**src/rtl/fifo1_pkg.sv**
```systemverilog
// Shared constants for the async FIFO pointer/flag blocks and synchronizers.
//   DEFAULT_ASIZE : default address width (FIFO depth = 2**DEFAULT_ASIZE)
//   PTR_W         : pointer width for the default configuration (one extra wrap bit)
package fifo1_pkg;

    localparam int unsigned DEFAULT_ASIZE = 4;
    localparam int unsigned PTR_W         = DEFAULT_ASIZE + 1;

endpackage

```
**src/rtl/rptr_empty_if.sv**
```systemverilog
// Read-side bus of the async FIFO: consumer pop request, synchronized write pointer,
// and the read-domain pointer/flag outputs.
//   slave  : the rptr_empty block (takes rinc/rq2_wptr, drives the rest)
//   master : the consumer / environment side
interface rptr_empty_if
    import fifo1_pkg::*;
#(
    parameter int unsigned ASIZE = DEFAULT_ASIZE
) ();

    logic             rinc;        // pop request
    logic [ASIZE:0]   rq2_wptr;    // Gray write pointer already in rclk domain
    logic [ASIZE-1:0] raddr;       // binary RAM read address
    logic [ASIZE:0]   rptr;        // Gray read pointer toward write domain
    logic             rempty;      // FIFO empty
    logic             raempty;     // almost empty
    logic [ASIZE:0]   rlevel;      // occupancy seen from read domain
    logic             runderflow;  // sticky pop-while-empty

    modport slave (
        input  rinc, rq2_wptr,
        output raddr, rptr, rempty, raempty, rlevel, runderflow
    );

    modport master (
        output rinc, rq2_wptr,
        input  raddr, rptr, rempty, raempty, rlevel, runderflow
    );

endinterface

```
**src/rtl/gray2bin.sv**
```systemverilog
// Combinational Gray-to-binary converter, shared by the read- and write-side blocks.
//   gray_i : Gray-coded value
//   bin_o  : equivalent binary value
module gray2bin
    import fifo1_pkg::*;
#(
    parameter int unsigned WIDTH = PTR_W
) (
    input  logic [WIDTH-1:0] gray_i,
    output logic [WIDTH-1:0] bin_o
);

    // Each binary bit is the XOR of all Gray bits at or above its position.
    always_comb begin
        bin_o = '0;
        for (int i = 0; i < WIDTH; i++) begin
            bin_o[i] = ^(gray_i >> i);
        end
    end

endmodule

```
**src/rtl/rptr_empty.sv**
```systemverilog
// Read-pointer and empty-flag logic of an async FIFO (read clock domain).
//   rclk   : read clock, sole clock of the block
//   rrst_n : synchronous active-low reset
//   bus    : rptr_empty_if.slave -- rinc/rq2_wptr in; raddr, rptr, rempty, raempty,
//            rlevel, runderflow out (all registered except raddr, a slice of rbin)
module rptr_empty
    import fifo1_pkg::*;
#(
    parameter int unsigned ASIZE     = DEFAULT_ASIZE,
    parameter int unsigned AEMPTY_TH = 2
) (
    input  logic         rclk,
    input  logic         rrst_n,
    rptr_empty_if.slave  bus
);

    localparam int unsigned PtrW = ASIZE + 1;

    logic [PtrW-1:0] rbin_q, rbin_d;
    logic [PtrW-1:0] rptr_q, rgray_d;
    logic [PtrW-1:0] rlevel_q, rlevel_d;
    logic [PtrW-1:0] wbin;
    logic            rempty_q, rempty_d;
    logic            raempty_q, raempty_d;
    logic            runderflow_q, runderflow_d;
    logic            pop;

    gray2bin #(
        .WIDTH (PtrW)
    ) u_wptr_g2b (
        .gray_i (bus.rq2_wptr),
        .bin_o  (wbin)
    );

    always_comb begin
        pop          = bus.rinc & ~rempty_q;
        rbin_d       = rbin_q + PtrW'(pop);
        rgray_d      = (rbin_d >> 1) ^ rbin_d;
        // Compare against the post-pop pointer so a draining pop flags empty on the same edge.
        rempty_d     = (rgray_d == bus.rq2_wptr);
        // Modulo 2**PtrW difference: the extra wrap bit lets a full FIFO read 2**ASIZE, not 0.
        rlevel_d     = wbin - rbin_d;
        raempty_d    = (32'(rlevel_d) <= AEMPTY_TH);
        runderflow_d = runderflow_q | (bus.rinc & rempty_q);
    end

    always_ff @(posedge rclk) begin
        if (!rrst_n) begin
            rbin_q       <= '0;
            rptr_q       <= '0;
            rlevel_q     <= '0;
            rempty_q     <= 1'b1;
            raempty_q    <= 1'b1;
            runderflow_q <= 1'b0;
        end else begin
            rbin_q       <= rbin_d;
            rptr_q       <= rgray_d;
            rlevel_q     <= rlevel_d;
            rempty_q     <= rempty_d;
            raempty_q    <= raempty_d;
            runderflow_q <= runderflow_d;
        end
    end

    assign bus.raddr      = rbin_q[ASIZE-1:0];
    assign bus.rptr       = rptr_q;
    assign bus.rempty     = rempty_q;
    assign bus.raempty    = raempty_q;
    assign bus.rlevel     = rlevel_q;
    assign bus.runderflow = runderflow_q;

endmodule

```
**src/flat_wrapper.sv**
```systemverilog
// flat-port wrapper written by rule: the top's interface ports become plain ports
module rptr_empty_flat import fifo1_pkg::*;
#(
    parameter int unsigned ASIZE     = DEFAULT_ASIZE,
    parameter int unsigned AEMPTY_TH = 2
)
  (rclk, rrst_n, bus_rinc, bus_rq2_wptr, bus_raddr, bus_rptr, bus_rempty, bus_raempty, bus_rlevel, bus_runderflow);
  rptr_empty_if #(.ASIZE(ASIZE)) bus_i ();
  input  logic rclk;
  input  logic rrst_n;
  input wire logic [$bits(bus_i.rinc)-1:0] bus_rinc;
  input wire logic [$bits(bus_i.rq2_wptr)-1:0] bus_rq2_wptr;
  output wire logic [$bits(bus_i.raddr)-1:0] bus_raddr;
  output wire logic [$bits(bus_i.rptr)-1:0] bus_rptr;
  output wire logic [$bits(bus_i.rempty)-1:0] bus_rempty;
  output wire logic [$bits(bus_i.raempty)-1:0] bus_raempty;
  output wire logic [$bits(bus_i.rlevel)-1:0] bus_rlevel;
  output wire logic [$bits(bus_i.runderflow)-1:0] bus_runderflow;
  assign bus_i.rinc = bus_rinc;
  assign bus_i.rq2_wptr = bus_rq2_wptr;
  assign bus_raddr = bus_i.raddr;
  assign bus_rptr = bus_i.rptr;
  assign bus_rempty = bus_i.rempty;
  assign bus_raempty = bus_i.raempty;
  assign bus_rlevel = bus_i.rlevel;
  assign bus_runderflow = bus_i.runderflow;
  rptr_empty #(.ASIZE(ASIZE), .AEMPTY_TH(AEMPTY_TH)) u_core (.rclk(rclk), .rrst_n(rrst_n), .bus(bus_i));
endmodule
```
**config.mk**
```make
export PLATFORM = sky130hd
export DESIGN_NAME = rptr_empty_flat
export DESIGN_NICKNAME = d
export VERILOG_FILES = /design/src/rtl/fifo1_pkg.sv /design/src/rtl/rptr_empty_if.sv /design/src/rtl/gray2bin.sv /design/src/rtl/rptr_empty.sv /design/src/flat_wrapper.sv
export SDC_FILE = /design/constraint.sdc
export NUM_CORES = 1
export LEC_CHECK = 0
export ABC_AREA = 1
export CORE_AREA = 2 2 47 49
export CTS_CLUSTER_DIAMETER = 80
export DETAILED_ROUTE_END_ITERATION = 10
export DIE_AREA = 0 0 49 51
export PLACE_DENSITY_LB_ADDON = 0.08
export SKIP_CTS_REPAIR_TIMING = 1
export SLEW_MARGIN = 20
export SYNTH_ARGS = -nofsm -noshare
export SYNTH_HDL_FRONTEND = slang
export SYNTH_SLANG_ARGS = --single-unit
export TNS_END_PERCENT = 100
```
**constraint.sdc**
```tcl
create_clock -name rclk -period 4.7 [get_ports rclk]
set_clock_uncertainty 0.1 [all_clocks]
set_input_delay 0.94 -clock rclk [delete_from_list [all_inputs] [get_ports rclk]]
set_output_delay 0.94 -clock rclk [all_outputs]
set_load 0.01 [all_outputs]
```
==> flow_summary_export.csv, run 1 <==
group,metric,value,unit
power_and_ir_drop,sequentialPowerShare,0.469,
power_and_ir_drop,net-switching-power,0.09986,mW
routing,ant_nets,0,
sta,max_slew_margin,0.7714,
yosys,async_flop_share,0,
setup_path,cp.buffers_inverters,4,
clock_tree,tritoncts,"yes",
setup_path,critical_path_peak_fanout,5,
setup_path,setup.worst_path.end_class,"flop",
global_routing,overall_global_routing_resource_usage,0.1563,
yosys,synth_fp_nets,148,
finish,commonest_non_fill_non_tap_cells_in_the_layout,"nand2_1, clkdlybuf4s50_1, inv_1",
setup_path,path_delay_family,"adder cells",
yosys,ys_warn_count,0,
setup_path,worst_r2r_path_depth,12,
clock_tree,cts_inserted_buffers,3,
routing,post-route-drc-count,0,
power_and_ir_drop,share_comb_of_total_power,0.312,
place,gp_routability_congestion,0.8447,
hold_path,hold_end,"u_core.bus.runderflow$_SDFF_PN0_",
power_and_ir_drop,power.static_leakage,0.6201,nW
yosys,synth.ff_latch_count,17,
clock_tree,clk_latency,280,ps
floorplan,die_area,2499,sq um
power_and_ir_drop,internal-power,0.2412,mW
setup_path,worstSetupPathType,"primary input to flop",
setup_path,reg2reg_setup_slack,2490,ps
flow_run,drv.max_cap_violation_count,0,
finish,finish.net_count,176,
finish,mostFrequentLayoutCell,"nand2_1",
sta,setup_repair_after_global_routing_missed_its_margin,"false",
finish,fin_util,0.6131,
global_routing,grt_antenna_before_repair,0,
setup_path,timing.critical_path.slowest_cell_delay,490,ps
power_and_ir_drop,pwr-share-clk,0.219,
floorplan,rows,17,
clock_tree,tritoncts_num_sinks,17,
sta,timing.final.crit_period,3009,ps
setup_path,cells_along_the_critical_path,"clkdlybuf4s50_1, inv_1, nor2_1, ha_1, ha_1, inv_1, nand3_2, nand2_1, inv_1, ha_1, nor3b_1, nor2_2, nand2_1, nor2_2",
setup_path,timing.rr.start,"u_core.bus.rempty$_SDFF_PN1_",
sta,timing.final.crit_share,0.6402,
global_routing,number_of_global_route_vias_before_repair,731,
setup_path,setup.worst_path.start_class,"primary input",
floorplan,start_util,0.4724,
place,port_buffers,24,
global_routing,grt_first_pass_wirelength,2960,um
sta,report.final.hold_viol_count,0,
global_routing,grt_overflow,0,
yosys,synthCells,135,
hold_path,min-delay-start,"u_core.bus.runderflow$_SDFF_PN0_",
yosys,synth-seq-area-share,0.3492,
yosys,synthesis.area_per_instance,7.220,sq um
yosys,count_of_flip_flops_with_a_built_in_enable_after_synthesis,0,
sta,final_max_slew_viol_count,0,
floorplan,floorplan.die.height,51,um
power_and_ir_drop,total_power,0.3411,mW
sta,timing.final.setup_violations,0,
yosys,ys_types,20,
power_and_ir_drop,power_density,269.6,nW/um^2
routing,detail_route.wl_per_cell,9.458,um
clock_tree,clock_input_transition_at_the_sequential_cells_of_the_worst_setup_and_hold_paths,90,ps
sta,worst_pin_slew,341.8,ps
power_and_ir_drop,switching_share,0.2928,
clock_tree,cts_root_buffer,"clkbuf_4",
setup_path,arrival_time_of_data_at_the_critical_path_endpoint,3090,ps
outcome,result_of_the_run,"finished clean",
place,dp_hpwl,1537,um
routing,postRouteWirelength,1797,um
hold_path,hold_path_cell_cnt,2,
setup_path,timing.critical_path.slowest_stage_cell,"clkdlybuf4s50_1",
sta,fmax,0.3324,GHz
clock_tree,cts-htree-levels,1,
setup_path,r2r-end,"u_core.bus.raempty$_SDFF_PN1_",
clock_tree,clock_path_buffers,2,
floorplan,ioPinCount,25,
finish,num_antenna_cells,0,
yosys,syn_area,974.7,sq um
routing,drtIter0Drc,14,
floorplan,die_w,49,um
routing,firstDrtPassIters,4,
power_and_ir_drop,ir_drop,0.2586,mV
routing,vias_per_cell,4.537,
finish,post_route_cells_drive_above_1_share,0.1420,
finish,area_growth_syn_to_layout,29.78,%
yosys,synth-main-ff-cell,"dfxtp_1",
hold_path,hold_path.class,"flop to flop",
setup_path,required,4780,ps
routing,via_count,862,
sta,timing.setup.tns,0,ps
global_routing,grt_max_degree,11,
floorplan,design.core.area,2063,sq um
[synthesized netlist by cell type, types with 2 or more instances]
master,count,area share
a21oi_2,2,0.018
dfxtp_1,17,0.35
ha_1,5,0.064
inv_1,19,0.073
inv_2,2,0.0077
nand2_1,33,0.13
nand2_2,8,0.051
nand3_1,8,0.041
nand3_2,3,0.031
nor2_1,17,0.065
nor2_2,4,0.026
xnor2_1,3,0.027
xor2_1,7,0.063
[through the flow]
| step | hold WS [ps] | setup WS [ps] | instance area [sq um] | std cells |
|---|---|---|---|---|
| floorplan | 402.2 | 2015 | 974.7 | 135 |
| global placement | 356.3 | 1427 | 1239 | 186 |
| detailed placement | 356.5 | 1381 | 1239 | 186 |
| CTS | 379.6 | 1671 | 1265 | 190 |
| global route | 433.3 | 1513 | 1265 | 190 |
| finish | 378.0 | 1691 | 1265 | 190 |
[routing by layer]
metal	wire (um)	track usage
met5	0	0
met4	12	0.07143
met3	59	0.03509
met2	920	0.2831
met1	805	0.1752
[sequential cells by signal, indices dropped and copies added, names as in the netlist]
signal	flops
u_core.bus.runderflow	1
u_core.bus.rempty	1
u_core.bus.rptr	5
u_core.bus.rlevel	5
u_core.rbin_q	4
u_core.bus.raempty	1
[power groups by stage]
stage | clock network, mW | logic, mW | registers (mW)
5_1_grt | 0.0832 | 0.120 | 0.162
6_report | 0.0746 | 0.106 | 0.160
2_1_floorplan | 0 | 0.0598 | 0.170
4_1_cts | 0.0757 | 0.108 | 0.160
3_5_place_dp | 0 | 0.107 | 0.164
3_3_place_gp | 0 | 0.105 | 0.163
[worst max-delay path by stage]
| stage | startpoint | cells past startpoint | endpoint |
|---|---|---|---|
| 2_1_floorplan | bus_rinc | 13 | u_core.bus.raempty$_SDFF_PN1_ |
| 3_3_place_gp | bus_rinc | 14 | u_core.bus.raempty$_SDFF_PN1_ |
| 3_5_place_dp | bus_rinc | 17 | u_core.bus.raempty$_SDFF_PN1_ |
| 4_1_cts | bus_rinc | 17 | u_core.bus.raempty$_SDFF_PN1_ |
| 5_1_grt | bus_rq2_wptr[4] | 18 | u_core.bus.raempty$_SDFF_PN1_ |
| 6_report | bus_rinc | 14 | u_core.bus.raempty$_SDFF_PN1_ |
[worst register-to-register path: stages, from the launching register on]
cell and delay (ps):
dfxtp_1 360, nor2_1 60, ha_1 210, ha_1 360, inv_1 90, nand3_2 110
nand2_1 90, inv_1 40, ha_1 280, nor3b_1 240, nor2_2 60, nand2_1 80
nor2_2 30
[cell families (layout without fill, tap and decap cells)]
group	Yosys count	after routing	synth area share
compound gates	3	3	0.02310
xor+xnor	11	11	0.1066
fa+ha+maj	5	5	0.06418
buf+inv	23	50	0.09628
flops	17	17	0.3492
simple gates	76	76	0.3607
[cell type report]
cell class	count	area (sq um)
flip-flops and latches	17	340.3
clock buffers	4	26.28
well taps	28	35.03
multi-input cells	95	540.5
fillers	218	798.3
repair buffers	24	240.2
inverters	22	82.58
(Power assumes the default switching activity.)
==> run 2: changes to the inputs <==
--- a/config.mk
+++ b/config.mk
@@ -6,10 +6,10 @@
 export NUM_CORES = 1
 export LEC_CHECK = 0
 export ABC_AREA = 1
-export CORE_AREA = 2 2 47 49
+export CORE_AREA = 2 2 49 51
 export CTS_CLUSTER_DIAMETER = 80
 export DETAILED_ROUTE_END_ITERATION = 10
-export DIE_AREA = 0 0 49 51
+export DIE_AREA = 0 0 51 53
 export PLACE_DENSITY_LB_ADDON = 0.08
 export SKIP_CTS_REPAIR_TIMING = 1
 export SLEW_MARGIN = 20
==> constraint.sdc (replaced) <==
create_clock -name rclk -period 3.01 [get_ports rclk]
set_clock_uncertainty 0.1 [all_clocks]
set_input_delay 0.602 -clock rclk [delete_from_list [all_inputs] [get_ports rclk]]
set_output_delay 0.602 -clock rclk [all_outputs]
set_load 0.01 [all_outputs]
==> flow_summary_export.csv, run 2 (same netlist as run 1, synthesis figures left out) <==
group,metric,value,unit
outcome,result_of_the_run,"finished clean",
setup_path,timing.rr.start,"u_core.bus.rempty$_SDFF_PN1_",
place,placed_cell_area,1246,sq um
sta,timing.final.crit_period,2673,ps
routing,via_count,872,
clock_tree,clock_path_buffers,2,
clock_tree,cts_root_buffer,"clkbuf_4",
power_and_ir_drop,switching_share,0.2962,
routing,post-route-drc-count,0,
sta,fin_ws,337.2,ps
finish,area_growth_syn_to_layout,30.68,%
routing,ant_nets,0,
setup_path,arrival_time_of_data_at_the_critical_path_endpoint,2760,ps
power_and_ir_drop,ir_drop,0.2603,mV
hold_path,min-delay-start,"u_core.bus.runderflow$_SDFF_PN0_",
clock_tree,cts_inserted_buffers,3,
setup_path,setup.worst_path.start_class,"primary input",
sta,final_max_slew_viol_count,0,
sta,fmax,0.3741,GHz
power_and_ir_drop,power.static_leakage,0.6270,nW
routing,vias_per_cell,4.565,
finish,post_route_cells_drive_above_1_share,0.1534,
global_routing,overall_global_routing_resource_usage,0.1556,
sta,timing.final.crit_share,0.8880,
finish,finish.net_count,177,
floorplan,rows,17,
sta,report.final.hold_viol_count,0,
power_and_ir_drop,share_comb_of_total_power,0.311,
power_and_ir_drop,total_power,0.5322,mW
routing,firstDrtPassIters,4,
clock_tree,tritoncts_num_sinks,17,
place,post-place-cells,187,
routing,top_signal_layer_used,"met4",
routing,detail_route.wl_per_cell,9.194,um
finish,finish.cell_count_without_fillers,191,
setup_path,setup.worst_path.end_class,"flop",
clock_tree,clk_latency,280,ps
setup_path,reg2reg_setup_slack,780,ps
routing,wl_met3,53,um
setup_path,critPathCapture,"u_core.bus.raempty$_SDFF_PN1_",
setup_path,r2r-end,"u_core.bus.raempty$_SDFF_PN1_",
global_routing,grt_first_pass_wirelength,3153,um
sta,worst_pin_slew,352.8,ps
power_and_ir_drop,net-switching-power,0.1576,mW
clock_tree,clock_input_transition_at_the_sequential_cells_of_the_worst_setup_and_hold_paths,100,ps
place,port_buffers,24,
place,dp_hpwl,1493,um
finish,mostFrequentLayoutCell,"nand2_1",
global_routing,number_of_global_route_vias_before_repair,816,
hold_path,hold_path.class,"flop to flop",
floorplan,design.core.area,2148,sq um
power_and_ir_drop,internal-power,0.3745,mW
flow_run,drv.max_cap_violation_count,0,
finish,commonest_non_fill_non_tap_cells_in_the_layout,"nand2_1, clkdlybuf4s50_1, inv_1",
place,dp_worst_setup_slack,-9.037,ps
floorplan,die_w,51,um
setup_path,worst_setup_path_startpoint,"bus_rinc",
power_and_ir_drop,power_density,417.8,nW/um^2
finish,design_area,1274,sq um
floorplan,ioPinCount,25,
routing,routed-wl-met2,862,um
global_routing,grt_max_degree,11,
sta,max_slew_margin,0.7640,
global_routing,grt_overflow,0,
routing,drtIter0Drc,6,
setup_path,critical_path_peak_fanout,5,
floorplan,floorplan.die.height,53,um
power_and_ir_drop,sequentialPowerShare,0.469,
global_routing,grt_antenna_before_repair,0,
sta,setup_repair_after_global_routing_missed_its_margin,"false",
floorplan,die_area,2703,sq um
setup_path,worst_r2r_path_depth,12,
routing,m1WireLength,809,um
clock_tree,tritoncts,"yes",
clock_tree,cts-htree-levels,1,
power_and_ir_drop,pwr-share-clk,0.220,
routing,postRouteWirelength,1756,um
sta,timing.final.setup_violations,0,
floorplan,start_util,0.4537,
finish,num_antenna_cells,0,
setup_path,worstSetupPathType,"primary input to flop",
setup_path,required,3100,ps
place,gp_routability_congestion,0.8399,
[run 2: cell types whose count changed in the layout (fill, tap and decap cells not counted)]
| cell | change |
|---|---|
| buf_4 | +1 |
| clkbuf_1 | -1 |
| clkinv_2 | +1 |
[run 2: final cells by class]
type                            count  area [sq um]
Timing Repair Buffer               25         247.7
Tap cell                           28         35.03
Sequential cell                    17         340.3
Clock buffer                        3         22.52
Inverter                           22         82.58
Fill cell                         223         874.6
Clock inverter                      1         5.005
Multi-Input combinational cell     95         540.5
[run 2: worst min-delay path by stage]
stage / endpoint / cells past startpoint / slack, ps
detailed placement: u_core.bus.runderflow$_SDFF_PN0_ / 2 / 360
global placement: u_core.bus.runderflow$_SDFF_PN0_ / 2 / 350
CTS: u_core.bus.runderflow$_SDFF_PN0_ / 2 / 390
floorplan: u_core.bus.runderflow$_SDFF_PN0_ / 2 / 400
global route: u_core.bus.runderflow$_SDFF_PN0_ / 2 / 430
finish: u_core.bus.runderflow$_SDFF_PN0_ / 2 / 380
[run 2: critical path, stage by stage]
cell	delay, ps
clkdlybuf4s50_1	480
inv_1	40
nor2_1	80
ha_1	200
ha_1	310
inv_1	100
nand3_2	120
nand2_1	90
inv_1	40
ha_1	280
nor3b_1	260
nor2_2	70
nand2_1	80
nor2_2	30
[run 2: stage by stage]
stage	hold slack (ps)	util	TNS (ps)
3_5_place_dp	364.9	0.5801	-9.037
2_1_floorplan	402.2	-	0
3_3_place_gp	352.3	0.5801	0
5_1_grt	430.2	0.5929	0
6_report	379.9	0.5929	0
4_1_cts	389.9	0.5929	0
[run 2: power by group through the flow]
stage	clock network, mW	logic [mW]	registers, mW
after floorplan	0	0.0933	0.266
after detailed placement	0	0.167	0.255
after global placement	0	0.165	0.255
after CTS	0.121	0.169	0.250
final	0.117	0.166	0.249
after global routing	0.130	0.188	0.252
[run 2: routing by layer]
layer | vias up | global-route usage
met2 | 14 | 0.2792
met1 | 387 | 0.1817
met5 | - | 0
li1 | 467 | -
met4 | 0 | 0.06757
met3 | 4 | 0.02542
==> run 3: changes to the inputs <==
--- a/config.mk
+++ b/config.mk
@@ -10,7 +10,7 @@
 export CTS_CLUSTER_DIAMETER = 80
 export DETAILED_ROUTE_END_ITERATION = 10
 export DIE_AREA = 0 0 51 53
-export PLACE_DENSITY_LB_ADDON = 0.08
+export PLACE_DENSITY = 0.8
 export SKIP_CTS_REPAIR_TIMING = 1
 export SLEW_MARGIN = 20
 export SYNTH_ARGS = -nofsm -noshare
==> flow_summary_export.csv, run 3 (same netlist as run 1, synthesis figures left out) <==
group,metric,value,unit
outcome,result_of_the_run,"finished clean",
sta,final_max_slew_viol_count,0,
clock_tree,tritoncts_num_sinks,17,
sta,fmax,0.3733,GHz
routing,ant_nets,0,
floorplan,die_area,2703,sq um
power_and_ir_drop,internal-power,0.3747,mW
place,dp_hpwl,1612,um
power_and_ir_drop,power.static_leakage,0.6270,nW
sta,setup_repair_after_global_routing_missed_its_margin,"false",
global_routing,number_of_global_route_vias_before_repair,828,
setup_path,worstSetupPathType,"primary input to flop",
flow_run,drv.max_cap_violation_count,0,
setup_path,required,3100,ps
power_and_ir_drop,pwr-share-clk,0.220,
finish,commonest_non_fill_non_tap_cells_in_the_layout,"nand2_1, clkdlybuf4s50_1, inv_1",
power_and_ir_drop,net-switching-power,0.1613,mW
finish,num_antenna_cells,0,
clock_tree,cts_root_buffer,"clkbuf_4",
global_routing,overall_global_routing_resource_usage,0.1634,
floorplan,start_util,0.4537,
setup_path,setup.worst_path.start_class,"primary input",
hold_path,hold_path.class,"flop to flop",
power_and_ir_drop,switching_share,0.3009,
sta,timing.final.crit_share,0.8899,
floorplan,die_w,51,um
finish,post_route_cells_drive_above_1_share,0.1534,
global_routing,grt_antenna_before_repair,0,
power_and_ir_drop,sequentialPowerShare,0.466,
clock_tree,cts_inserted_buffers,3,
sta,worst_pin_slew,384.0,ps
routing,postRouteWirelength,1934,um
place,gp_routability_congestion,0.8131,
finish,finish.net_count,177,
power_and_ir_drop,power_density,420.8,nW/um^2
place,port_buffers,24,
setup_path,critical_path_peak_fanout,5,
floorplan,ioPinCount,25,
routing,vias_per_cell,4.691,
power_and_ir_drop,total_power,0.5359,mW
finish,area_growth_syn_to_layout,30.68,%
clock_tree,tritoncts,"yes",
routing,drtIter0Drc,5,
global_routing,grt_overflow,0,
routing,via_count,896,
global_routing,grt_max_degree,11,
sta,timing.final.setup_violations,0,
floorplan,rows,17,
routing,post-route-drc-count,0,
clock_tree,clk_latency,290,ps
sta,timing.final.crit_period,2679,ps
setup_path,setup.worst_path.end_class,"flop",
clock_tree,cts-htree-levels,1,
floorplan,floorplan.die.height,53,um
global_routing,grt_first_pass_wirelength,3332,um
sta,max_slew_margin,0.7431,
routing,detail_route.wl_per_cell,10.13,um
sta,timing.setup.tns,0,ps
setup_path,arrival_time_of_data_at_the_critical_path_endpoint,2770,ps
finish,mostFrequentLayoutCell,"nand2_1",
clock_tree,clock_path_buffers,2,
clock_tree,clock_input_transition_at_the_sequential_cells_of_the_worst_setup_and_hold_paths,100,ps
floorplan,design.core.area,2148,sq um
power_and_ir_drop,share_comb_of_total_power,0.314,
sta,report.final.hold_viol_count,0,
power_and_ir_drop,ir_drop,0.2898,mV
routing,firstDrtPassIters,4,
## run 3: cell counts in the layout (fill, tap and decap cells not counted)
No cell type changed its count.
## run 3: through the flow
step / hold slack (ps) / cell area [sq um] / cells / worst slack, ps / util
floorplan: 402.2 / 974.7 / 135 / 663.3 / -
global placement: 352.9 / 1246 / 187 / 51.22 / 0.5801
detailed placement: 353.8 / 1246 / 187 / 22.65 / 0.5801
CTS: 380.5 / 1274 / 191 / 326.9 / 0.5929
global route: 451.8 / 1274 / 191 / 112.5 / 0.5929
finish: 382.8 / 1274 / 191 / 331.4 / 0.5929
## run 3: path summary, 6_finish.rpt
check	start	depth (start not counted)	end	slack, ps
hold reg to reg	u_core.bus.runderflow$_SDFF_PN0_	2	u_core.bus.runderflow$_SDFF_PN0_	380
hold / removal	u_core.bus.runderflow$_SDFF_PN0_	2	u_core.bus.runderflow$_SDFF_PN0_	380
setup reg to reg	u_core.bus.rempty$_SDFF_PN1_	16	u_core.bus.raempty$_SDFF_PN1_	780
setup / recovery	bus_rinc	18	u_core.bus.raempty$_SDFF_PN1_	330
## run 3: area by class of cell
type | count | area, sq um
Timing Repair Buffer | 25 | 247.7
Clock inverter | 1 | 5.005
Sequential cell | 17 | 340.3
Tap cell | 28 | 35.03
Inverter | 22 | 82.58
Fill cell | 209 | 874.6
Clock buffer | 3 | 22.52
Multi-Input combinational cell | 95 | 540.5
## run 3: worst max-delay path: stages
cell	delay [ps]
clkdlybuf4s50_1	480
inv_1	50
nor2_1	90
ha_1	200
ha_1	320
inv_1	100
nand3_2	110
nand2_1	90
inv_1	40
ha_1	180
inv_1	70
nand2_2	80
nand2_1	60
nand2_1	50
nor2_2	120
nor2_2	40
nand2_1	80
nor2_2	30
## run 3: routing by layer
layer  wire, um  up-vias  global-route usage
met4         36        0             0.08108
met5          0        -                   0
met1        841      409              0.1869
li1           -      461                   -
met2        991       21              0.3009
met3         66        5             0.01695
## run 3: power by group through the flow
stage          clock network [mW]  registers (mW)  logic (mW)
3_3_place_gp                    0           0.255       0.165
2_1_floorplan                   0           0.266      0.0933
3_5_place_dp                    0           0.255       0.169
6_report                    0.118           0.250       0.168
4_1_cts                     0.120           0.250       0.170
5_1_grt                     0.131           0.252       0.190
